`src/rtl/cpu7_ifu_fbuf.sv`:
```
// rtl/cpu7_ifu_fbuf.sv - in-order instruction fetch buffer between imem and decode
//
// Entries are reserved (with their PC) when a fetch request is accepted and
// filled when the matching response returns; decode sees them strictly in order.
// A redirect (flush) empties the buffer and arranges for every response still in
// flight for the old path to be discarded as it arrives.
//
// Ports:
//   clock, resetn                    core clock, asynchronous active-low reset
//   req_fire, req_pc                 accepted fetch request and its address
//   fbuf_credit                      an entry is free, fetch may issue
//   rsp_valid, rsp_inst,
//   rsp_ex, rsp_exccode              fetch response with optional exception
//   flush                            redirect, drops buffered and in-flight work
//   deq_ready                        decode accepts the head entry
//   fbuf_dec_valid/inst/pc/ex/exccode  head entry presented to decode
//   fbuf_err                         sticky protocol-violation flag

`ifndef GRLEN
`define GRLEN 32
`endif

module cpu7_ifu_fbuf #(
  parameter int DEPTH = 4,
  parameter int AW    = 2
) (
  input  logic              clock,
  input  logic              resetn,
  input  logic              req_fire,
  input  logic [31:0]       req_pc,
  output logic              fbuf_credit,
  input  logic              rsp_valid,
  input  logic [31:0]       rsp_inst,
  input  logic              rsp_ex,
  input  logic [5:0]        rsp_exccode,
  input  logic              flush,
  input  logic              deq_ready,
  output logic              fbuf_dec_valid,
  output logic [31:0]       fbuf_dec_inst,
  output logic [`GRLEN-1:0] fbuf_dec_pc,
  output logic              fbuf_dec_ex,
  output logic [5:0]        fbuf_dec_exccode,
  output logic              fbuf_err
);

  localparam int CW = AW + 1;
  localparam int KW = AW + 3;

  logic [AW-1:0] alloc_ptr_q, alloc_ptr_d;
  logic [AW-1:0] fill_ptr_q, fill_ptr_d;
  logic [AW-1:0] rd_ptr_q, rd_ptr_d;
  logic [CW-1:0] alloc_cnt_q, alloc_cnt_d;
  logic [CW-1:0] kill_cnt_q, kill_cnt_d;
  logic          err_q, err_d;

  logic [31:0]      pc_q      [DEPTH];
  logic [31:0]      pc_d      [DEPTH];
  logic [31:0]      inst_q    [DEPTH];
  logic [31:0]      inst_d    [DEPTH];
  logic             ex_q      [DEPTH];
  logic             ex_d      [DEPTH];
  logic [5:0]       exccode_q [DEPTH];
  logic [5:0]       exccode_d [DEPTH];
  logic [DEPTH-1:0] filled_q, filled_d;

  logic [CW-1:0] filled_cnt;
  logic [CW-1:0] unfilled_cnt;
  logic          credit;
  logic          head_valid;
  logic          deq;
  logic          do_alloc;
  logic          rsp_live;
  logic          do_drop;
  logic          do_fill;
  logic          rsp_orphan;
  logic [KW-1:0] kill_sum;
  logic [KW-1:0] kill_new;

  // Filled bits are cleared on dequeue, so their population count is exactly
  // the number of allocated entries that already hold their instruction.
  always_comb begin
    filled_cnt = '0;
    for (int i = 0; i < DEPTH; i++) begin
      filled_cnt = filled_cnt + CW'(filled_q[i]);
    end
  end

  // Counting unfilled entries (instead of comparing fill/alloc pointers) keeps a
  // full buffer of outstanding requests distinguishable from an idle one.
  assign unfilled_cnt = alloc_cnt_q - filled_cnt;
  assign credit       = (alloc_cnt_q < CW'(DEPTH));
  assign head_valid   = filled_q[rd_ptr_q] & (alloc_cnt_q != '0) & ~flush;
  assign deq          = head_valid & deq_ready;
  assign do_alloc     = req_fire & ~flush & credit;
  assign rsp_live     = rsp_valid & ~flush;
  assign do_drop      = rsp_live & (kill_cnt_q != '0);
  assign do_fill      = rsp_live & (kill_cnt_q == '0) & (unfilled_cnt != '0);
  assign rsp_orphan   = rsp_live & (kill_cnt_q == '0) & (unfilled_cnt == '0);

  // Stale responses after a redirect: those already owed, the unfilled entries
  // being thrown away and a request accepted in the flush cycle itself, minus a
  // response arriving in that same cycle. Widened to avoid wrap, clamped to CW.
  always_comb begin
    kill_sum = KW'(kill_cnt_q) + KW'(unfilled_cnt) + KW'(req_fire);
    if (kill_sum < KW'(rsp_valid)) begin
      kill_new = '0;
    end else begin
      kill_new = kill_sum - KW'(rsp_valid);
    end
    if (kill_new > KW'({CW{1'b1}})) begin
      kill_new = KW'({CW{1'b1}});
    end
  end

  always_comb begin
    alloc_ptr_d = alloc_ptr_q;
    fill_ptr_d  = fill_ptr_q;
    rd_ptr_d    = rd_ptr_q;
    alloc_cnt_d = alloc_cnt_q;
    kill_cnt_d  = kill_cnt_q;
    pc_d        = pc_q;
    inst_d      = inst_q;
    ex_d        = ex_q;
    exccode_d   = exccode_q;
    filled_d    = filled_q;
    err_d       = err_q | (req_fire & ~flush & ~credit) | rsp_orphan;

    if (flush) begin
      alloc_ptr_d = '0;
      fill_ptr_d  = '0;
      rd_ptr_d    = '0;
      alloc_cnt_d = '0;
      filled_d    = '0;
      kill_cnt_d  = kill_new[CW-1:0];
    end else begin
      if (do_drop) begin
        kill_cnt_d = kill_cnt_q - CW'(1);
      end
      if (do_fill) begin
        inst_d[fill_ptr_q]    = rsp_inst;
        ex_d[fill_ptr_q]      = rsp_ex;
        exccode_d[fill_ptr_q] = rsp_exccode;
        filled_d[fill_ptr_q]  = 1'b1;
        fill_ptr_d            = fill_ptr_q + AW'(1);
      end
      if (deq) begin
        filled_d[rd_ptr_q] = 1'b0;
        rd_ptr_d           = rd_ptr_q + AW'(1);
      end
      // A free slot never aliases the head or the fill target, so the
      // order of these writes does not matter.
      if (do_alloc) begin
        pc_d[alloc_ptr_q]     = req_pc;
        filled_d[alloc_ptr_q] = 1'b0;
        alloc_ptr_d           = alloc_ptr_q + AW'(1);
      end
      alloc_cnt_d = alloc_cnt_q + CW'(do_alloc) - CW'(deq);
    end
  end

  always_ff @(posedge clock or negedge resetn) begin
    if (!resetn) begin
      alloc_ptr_q <= '0;
      fill_ptr_q  <= '0;
      rd_ptr_q    <= '0;
      alloc_cnt_q <= '0;
      kill_cnt_q  <= '0;
      err_q       <= 1'b0;
      filled_q    <= '0;
      for (int i = 0; i < DEPTH; i++) begin
        pc_q[i]      <= '0;
        inst_q[i]    <= '0;
        ex_q[i]      <= 1'b0;
        exccode_q[i] <= '0;
      end
    end else begin
      alloc_ptr_q <= alloc_ptr_d;
      fill_ptr_q  <= fill_ptr_d;
      rd_ptr_q    <= rd_ptr_d;
      alloc_cnt_q <= alloc_cnt_d;
      kill_cnt_q  <= kill_cnt_d;
      err_q       <= err_d;
      filled_q    <= filled_d;
      pc_q        <= pc_d;
      inst_q      <= inst_d;
      ex_q        <= ex_d;
      exccode_q   <= exccode_d;
    end
  end

  assign fbuf_credit      = credit;
  assign fbuf_dec_valid   = head_valid;
  assign fbuf_dec_inst    = inst_q[rd_ptr_q];
  assign fbuf_dec_pc      = `GRLEN'(pc_q[rd_ptr_q]);
  assign fbuf_dec_ex      = ex_q[rd_ptr_q];
  assign fbuf_dec_exccode = exccode_q[rd_ptr_q];
  assign fbuf_err         = err_q;

endmodule

```
`config.mk`:
```
export PLATFORM = sky130hd
export DESIGN_NAME = cpu7_ifu_fbuf
export DESIGN_NICKNAME = d
export VERILOG_FILES = /design/src/rtl/cpu7_ifu_fbuf.sv
export SDC_FILE = /design/constraint.sdc
export NUM_CORES = 1
export LEC_CHECK = 0
export BUFFER_PORTS_ARGS = -buffer_cell sky130_fd_sc_hd__buf_2
export CAP_MARGIN = 20
export CORE_ASPECT_RATIO = 0.8
export CORE_MARGIN = 3
export CORE_UTILIZATION = 30
export CTS_CLUSTER_SIZE = 28
export DETAILED_ROUTE_END_ITERATION = 6
export SLEW_MARGIN = 20
export SYNTH_ARGS = -nofsm -noshare
export SYNTH_HDL_FRONTEND = slang
export SYNTH_SLANG_ARGS = --single-unit
```
`constraint.sdc`:
```
create_clock -name clock -period 12.8 [get_ports clock]
set_input_delay 1.92 -clock clock [delete_from_list [all_inputs] [get_ports clock]]
set_output_delay 1.92 -clock clock [all_outputs]
set_load 0.005 [all_outputs]
```
* Word-level counts from Yosys, hierarchy flattened
Cells that the tools add are included.
W data, S select, Z words.
** Cells by class
- $add $sub $neg :: 13
- Order comparisons :: 14
- Muxes and demuxes :: 49
- Bitwise operators :: 23
- Reductions and logical operators :: 16
** Operators with widths (number)
- $bwmux W128 :: 2
- $mux W32 :: 6
- $bmux W32 S2 :: 2
- $demux W32 S2 :: 2
- $bwmux W24 :: 1
- $mux W4 :: 6
- $mux W6 :: 3
- $bmux W6 S2 :: 1
- $demux W6 S2 :: 1
- $mux W2 :: 6
- $mux W3 :: 4
- $and A1 B1 Y1 :: 11
- $ge A3 B3 Y1 const B :: 3
- $lt A2 B3 Y1 const B :: 3
- $not A2 Y3 :: 3
- $reduce_bool A3 Y1 :: 3
- $and A4 B4 Y4 :: 2
- $demux W1 S2 :: 4
- $not A4 Y4 :: 2
- $reduce_bool A2 Y1 :: 4
- $mux W1 :: 7
- $add A2 B1 Y2 const B :: 3
- $add A3 B1 Y3 :: 2
- $ge A2 B1 Y1 const B :: 3
- other kinds (21) :: 31
** Storage, ports and cells
- Bits in registers :: 301
- Output and inout bits :: 74
- Word-level logic and storage cells :: 138

* Longest topological paths before layout
- Depth in word-level cells :: 14
- Mapped depth :: 14
- Mapped depth without buffers :: 14

* Least setup slack after synthesis
OpenSTA, ideal clock, no wires.
- Path kind :: input to output
- Start point :: input port flush
- End point :: output port fbuf_dec_valid
- Data arrival time :: 2.531 ns
- Required time :: 10.880 ns
- Slack :: 8.349 ns
- Stages on the path :: 3
- Buffers on the path :: 2
- Path through :: buf_2 -> clkbuf_1 -> nor3b_1
** On the way
- Cells in the longest elaborated chain, start to end :: 2
** RTL lines
- from (decl) :: RTL line 36 : input logic flush,
- $not A1 Y1 (no line)
- $and A1 B1 Y1 :: RTL line 92 : assign head_valid = filled_q[rd_ptr_q] & (alloc_cnt_q != '0) & ~flush;
- to (decl) :: RTL line 38 : output logic fbuf_dec_valid,
Every way passes these cells.

* Worst setup path in the final report
- Start point :: register rd_ptr_q[0]
- End point :: output port fbuf_dec_pc[24]
** On the way
- Cells in the longest elaborated chain, start to end :: 4
** RTL lines
- from (decl) :: RTL line 51 : logic [AW-1:0] rd_ptr_q, rd_ptr_d;
- from (signal assigned) :: RTL line 179 : rd_ptr_q <= rd_ptr_d;
- $not A2 Y3 (not written as such) :: RTL line 194 : assign fbuf_dec_pc = `GRLEN'(pc_q[rd_ptr_q]);
- $bmux W32 S2 :: RTL line 194
- $mux W32 (not written as such) (2 in a row) :: RTL line 194
- to (decl) :: RTL line 40 : output logic [`GRLEN-1:0] fbuf_dec_pc,
Every way passes these cells. The select of a mux whose other input is x is not followed.

==> flow_metrics.py <==
metrics = {
    "outcome": {
        "status": "complete, no violations",
    },
    "placed_design": {
        "gp_congestion": 0.746,
        "place_area_um2": 15100,
        "portBuffers": 150,
        "dp.final_hpwl_um": 18300,
    },
    "die": {
        "die_area_um2": 48600,
        "std_cell_rows": 69,
        "initial_utilization_pct": 30.7,
        "io_pins": 151,
        "core_um2": 44900,
        "die_h_um": 198,
        "fp.dieW_um": 246,
    },
    "yosys": {
        "yosys.area_share.adder_pct": 3.16,
        "ys_ff_latch": 301,
        "synth_nets": 932,
        "synthDistinctLibCells": 41,
        "ys_seq_area_share_pct": 54.6,
        "synth_top_area_share_pct": 54.6,
        "yosysWarningCount": 0,
        "synth_top_family_by_area": "multiplexers",
        "syn_inst": 825,
        "synth_area_leader_cell": "dfrtp_1",
        "syn_avg_cell_area_um2": 16.7,
        "synthTopCellsByArea": "dfrtp_1 (55%), mux2_2 (21%), mux4_2 (12%), mux2_4 (3.3%), ha_1 (2.0%)",
        "synth_mux_area_share_pct": 36.0,
        "synthSimpleGateAreaFrac_pct": 1.50,
        "synth_xor_area_share_pct": 0.444,
        "netlist_area_um2": 13800,
        "synth_compound_gate_area_share_pct": 1.50,
    },
    "critical_path": {
        "cp-end-kind": "output pin",
        "rr_startpoint": "filled_q[1]",
        "crit_path_max_incr_delay_ns": 0.67,
        "arrival_ns": 3.27,
        "cp_common_cell": "buf_4",
        "crit_slowest_cell": "dfrtp_4",
        "crit_required_ns": 10.88,
        "cp_cell_sequence": "buf_4, buf_4, mux4_2, buf_2",
        "r2r_setup_slack_ns": 8.30,
        "critPathKind": "flip-flop to output pin",
        "crit_fanout": 34,
        "start_kind": "flip-flop",
        "startpoint": "rd_ptr_q[0]",
        "path_buf_inv": 3,
        "crit_family": "buffers and inverters",
    },
    "layout": {
        "mostFrequentLayoutCell": "dfrtp_1",
        "stdcell_area_um2": 16200,
        "final_nets": 1080,
        "drive_gt1_share_pct": 59.2,
        "fillerInstances": 4291,
        "multi_input_area_um2": 5880,
        "layout_common_cells": "dfrtp_1 (299), mux2_2 (255), buf_2 (149)",
        "seqCellArea_um2": 7540,
        "diodes": 0,
        "syn_to_final_growth_pct": 17.7,
    },
    "power_and_ir_drop": {
        "pwr-share-seq_pct": 44.9,
        "p_clk_share_pct": 33.8,
        "p_int_mw": 2.15,
        "swShare_pct": 26.0,
        "combPwrFrac_pct": 21.4,
        "totalPowerFinal_mw": 2.91,
        "leakage_nw": 7.63,
        "ir_drop_uv": 71.6,
        "powerDensity_nw_per_um2": 179,
        "p_sw_mw": 0.755,
    },
    "sta": {
        "hold_violations": 0,
        "tightest_slew_ns": 1.07,
        "setup_viol": 0,
        "fmax_ghz": 0.193,
        "maxSlewHeadroom_pct": 28.5,
        "hold_ws_ns": 0.498,
        "fin_crit_sh_pct": 40.5,
        "skew_ns": 0.0202,
        "period_minus_slack_ns": 5.19,
        "drv_slew": 0,
        "rsz0062_at_grt": "false",
        "tns_ns": 0,
    },
    "cts": {
        "cts_setup_buffers": 0,
        "tritoncts": "done",
        "clockBufferDepth": 3,
        "cts_buffers": 35,
        "h-tree-depth": 2,
        "clkTransAtPathRegs_ns": 0.06,
        "holdBufCountCts": 0,
        "cts_resized": 0,
        "cts-root-buf": "clkbuf_16",
        "clk_latency_ns": 0.53,
        "cts_sinks": 301,
    },
    "drt": {
        "routedWlPerCell_um": 18.9,
        "drt_iter0_drc": 292,
        "dr.pass1.iters": 4,
        "drt-vias-per-instance": 4.76,
        "drcViolationCount": 0,
        "routed_wirelength_um": 30300,
        "vias": 7615,
        "antenna_left": 0,
    },
    "hold_path": {
        "hold_start": "fbuf_err",
        "hp-class": "flip-flop to flip-flop",
    },
    "job": {
        "maxCapViolCount": 0,
    },
    "grt": {
        "grt_use_total_pct": 12.7,
        "overflow": 0,
        "antenna_found_initial": 2,
        "grt_pass1_wl_um": 48600,
        "grt_pass1_vias": 8324,
        "grt_max_degree": 107,
    },
}
[layout make-up]
class,instances,area share (%)
flip-flops and latches,301,46.4
well taps,603,4.65
repair buffers,162,5.24
clock inverters,9,0.563
multi-input cells,453,36.2
inverters,20,0.462
clock buffers,52,6.41
[cell families after synthesis]
family	count (synthesis)
AOI/OAI and AO/OA	23
DFF	301
adders and majority gates	30
and+or+nand+nor	34
xor gates and xnor gates	7
buffers and inverters	71
muxes	359
[worst reg2reg max path, stage by stage, from the launching register on]
cell,delay (ns)
dfrtp_1,0.40
fa_1,0.58
fa_1,0.44
fa_1,0.62
inv_1,0.09
ha_1,0.18
nor2_1,0.13
fa_1,0.52
fa_1,0.54
ha_1,0.24
and2_1,0.17
o31ai_1,0.27
a221oi_1,0.15
[registers in the layout, indices dropped and copies added, names as in the netlist]
register and flops:
fbuf_err 1, kill_cnt_q 3, alloc_ptr_q 2, exccode_q 24, fill_ptr_q 2, rd_ptr_q 2, alloc_cnt_q 3, ex_q 4
pc_q 128, inst_q 128, filled_q 4
[stage by stage]
step	std cells	worst slack (ns)	utilization (%)
global placement	1539	8.05	33.6
global route	1600	7.31	36.2
finish	1600	7.61	36.2
detailed placement	1539	8.03	33.6
CTS	1600	7.46	36.2
floorplan	825	8.35	-
[per-layer routing]
layer | part of all wire, % | vias to the layer above | track usage (%) | wire length (µm)
li1 | - | 3353 | - | -
met1 | 48 | 4073 | 18.1 | 14700
met2 | 45 | 146 | 19.3 | 13500
met3 | 5.2 | 39 | 3.18 | 1570
met4 | 1.7 | 4 | 3.56 | 526
met5 | 0.089 | - | 0 | 27
[worst paths after layout]
check / to / depth (start not counted)
worst max-delay path: fbuf_dec_pc[24] / 4
worst min-delay path: fbuf_err / 2
worst max register to register: kill_cnt_q[1] / 12
worst min register to register: fbuf_err / 2
max in group asynchronous: rd_ptr_q[0] / 3
min in group asynchronous: inst_q[2] / 1
[power groups by stage]
stage	clock network [mW]	logic (mW)	registers (mW)
2_1_floorplan	0	0.432	1.27
3_3_place_gp	0	0.614	1.32
3_5_place_dp	0	0.632	1.32
4_1_cts	1.02	0.635	1.30
5_1_grt	1.06	0.689	1.33
6_report	0.982	0.622	1.31
[Yosys cell counts, drive strengths merged]
| master | instances |
|---|---|
| nor4bb | 1 |
| a211oi | 1 |
| o31ai | 3 |
| xnor2 | 5 |
| a221oi | 2 |
| a21oi | 5 |
| inv | 20 |
| buf | 46 |
| o221ai | 1 |
| mux2i | 2 |
| a31oi | 2 |
| mux4 | 72 |
| nand4 | 1 |
| nor3 | 2 |
| a2111oi | 4 |
| nand2 | 9 |
| o41ai | 1 |
| clkbuf | 5 |
| mux2 | 285 |
| xor2 | 2 |
| dfrtp | 301 |
| nor3b | 1 |
| fa | 8 |
| nor2b | 3 |
| o211ai | 1 |
| a311oi | 1 |
| nand4bb | 1 |
| ha | 22 |
| nand3b | 1 |
| and2 | 5 |
| nand3 | 1 |
| o21ai | 1 |
| nor2 | 9 |
| a21boi | 1 |
Note: power is estimated with default switching activity, not from simulation.
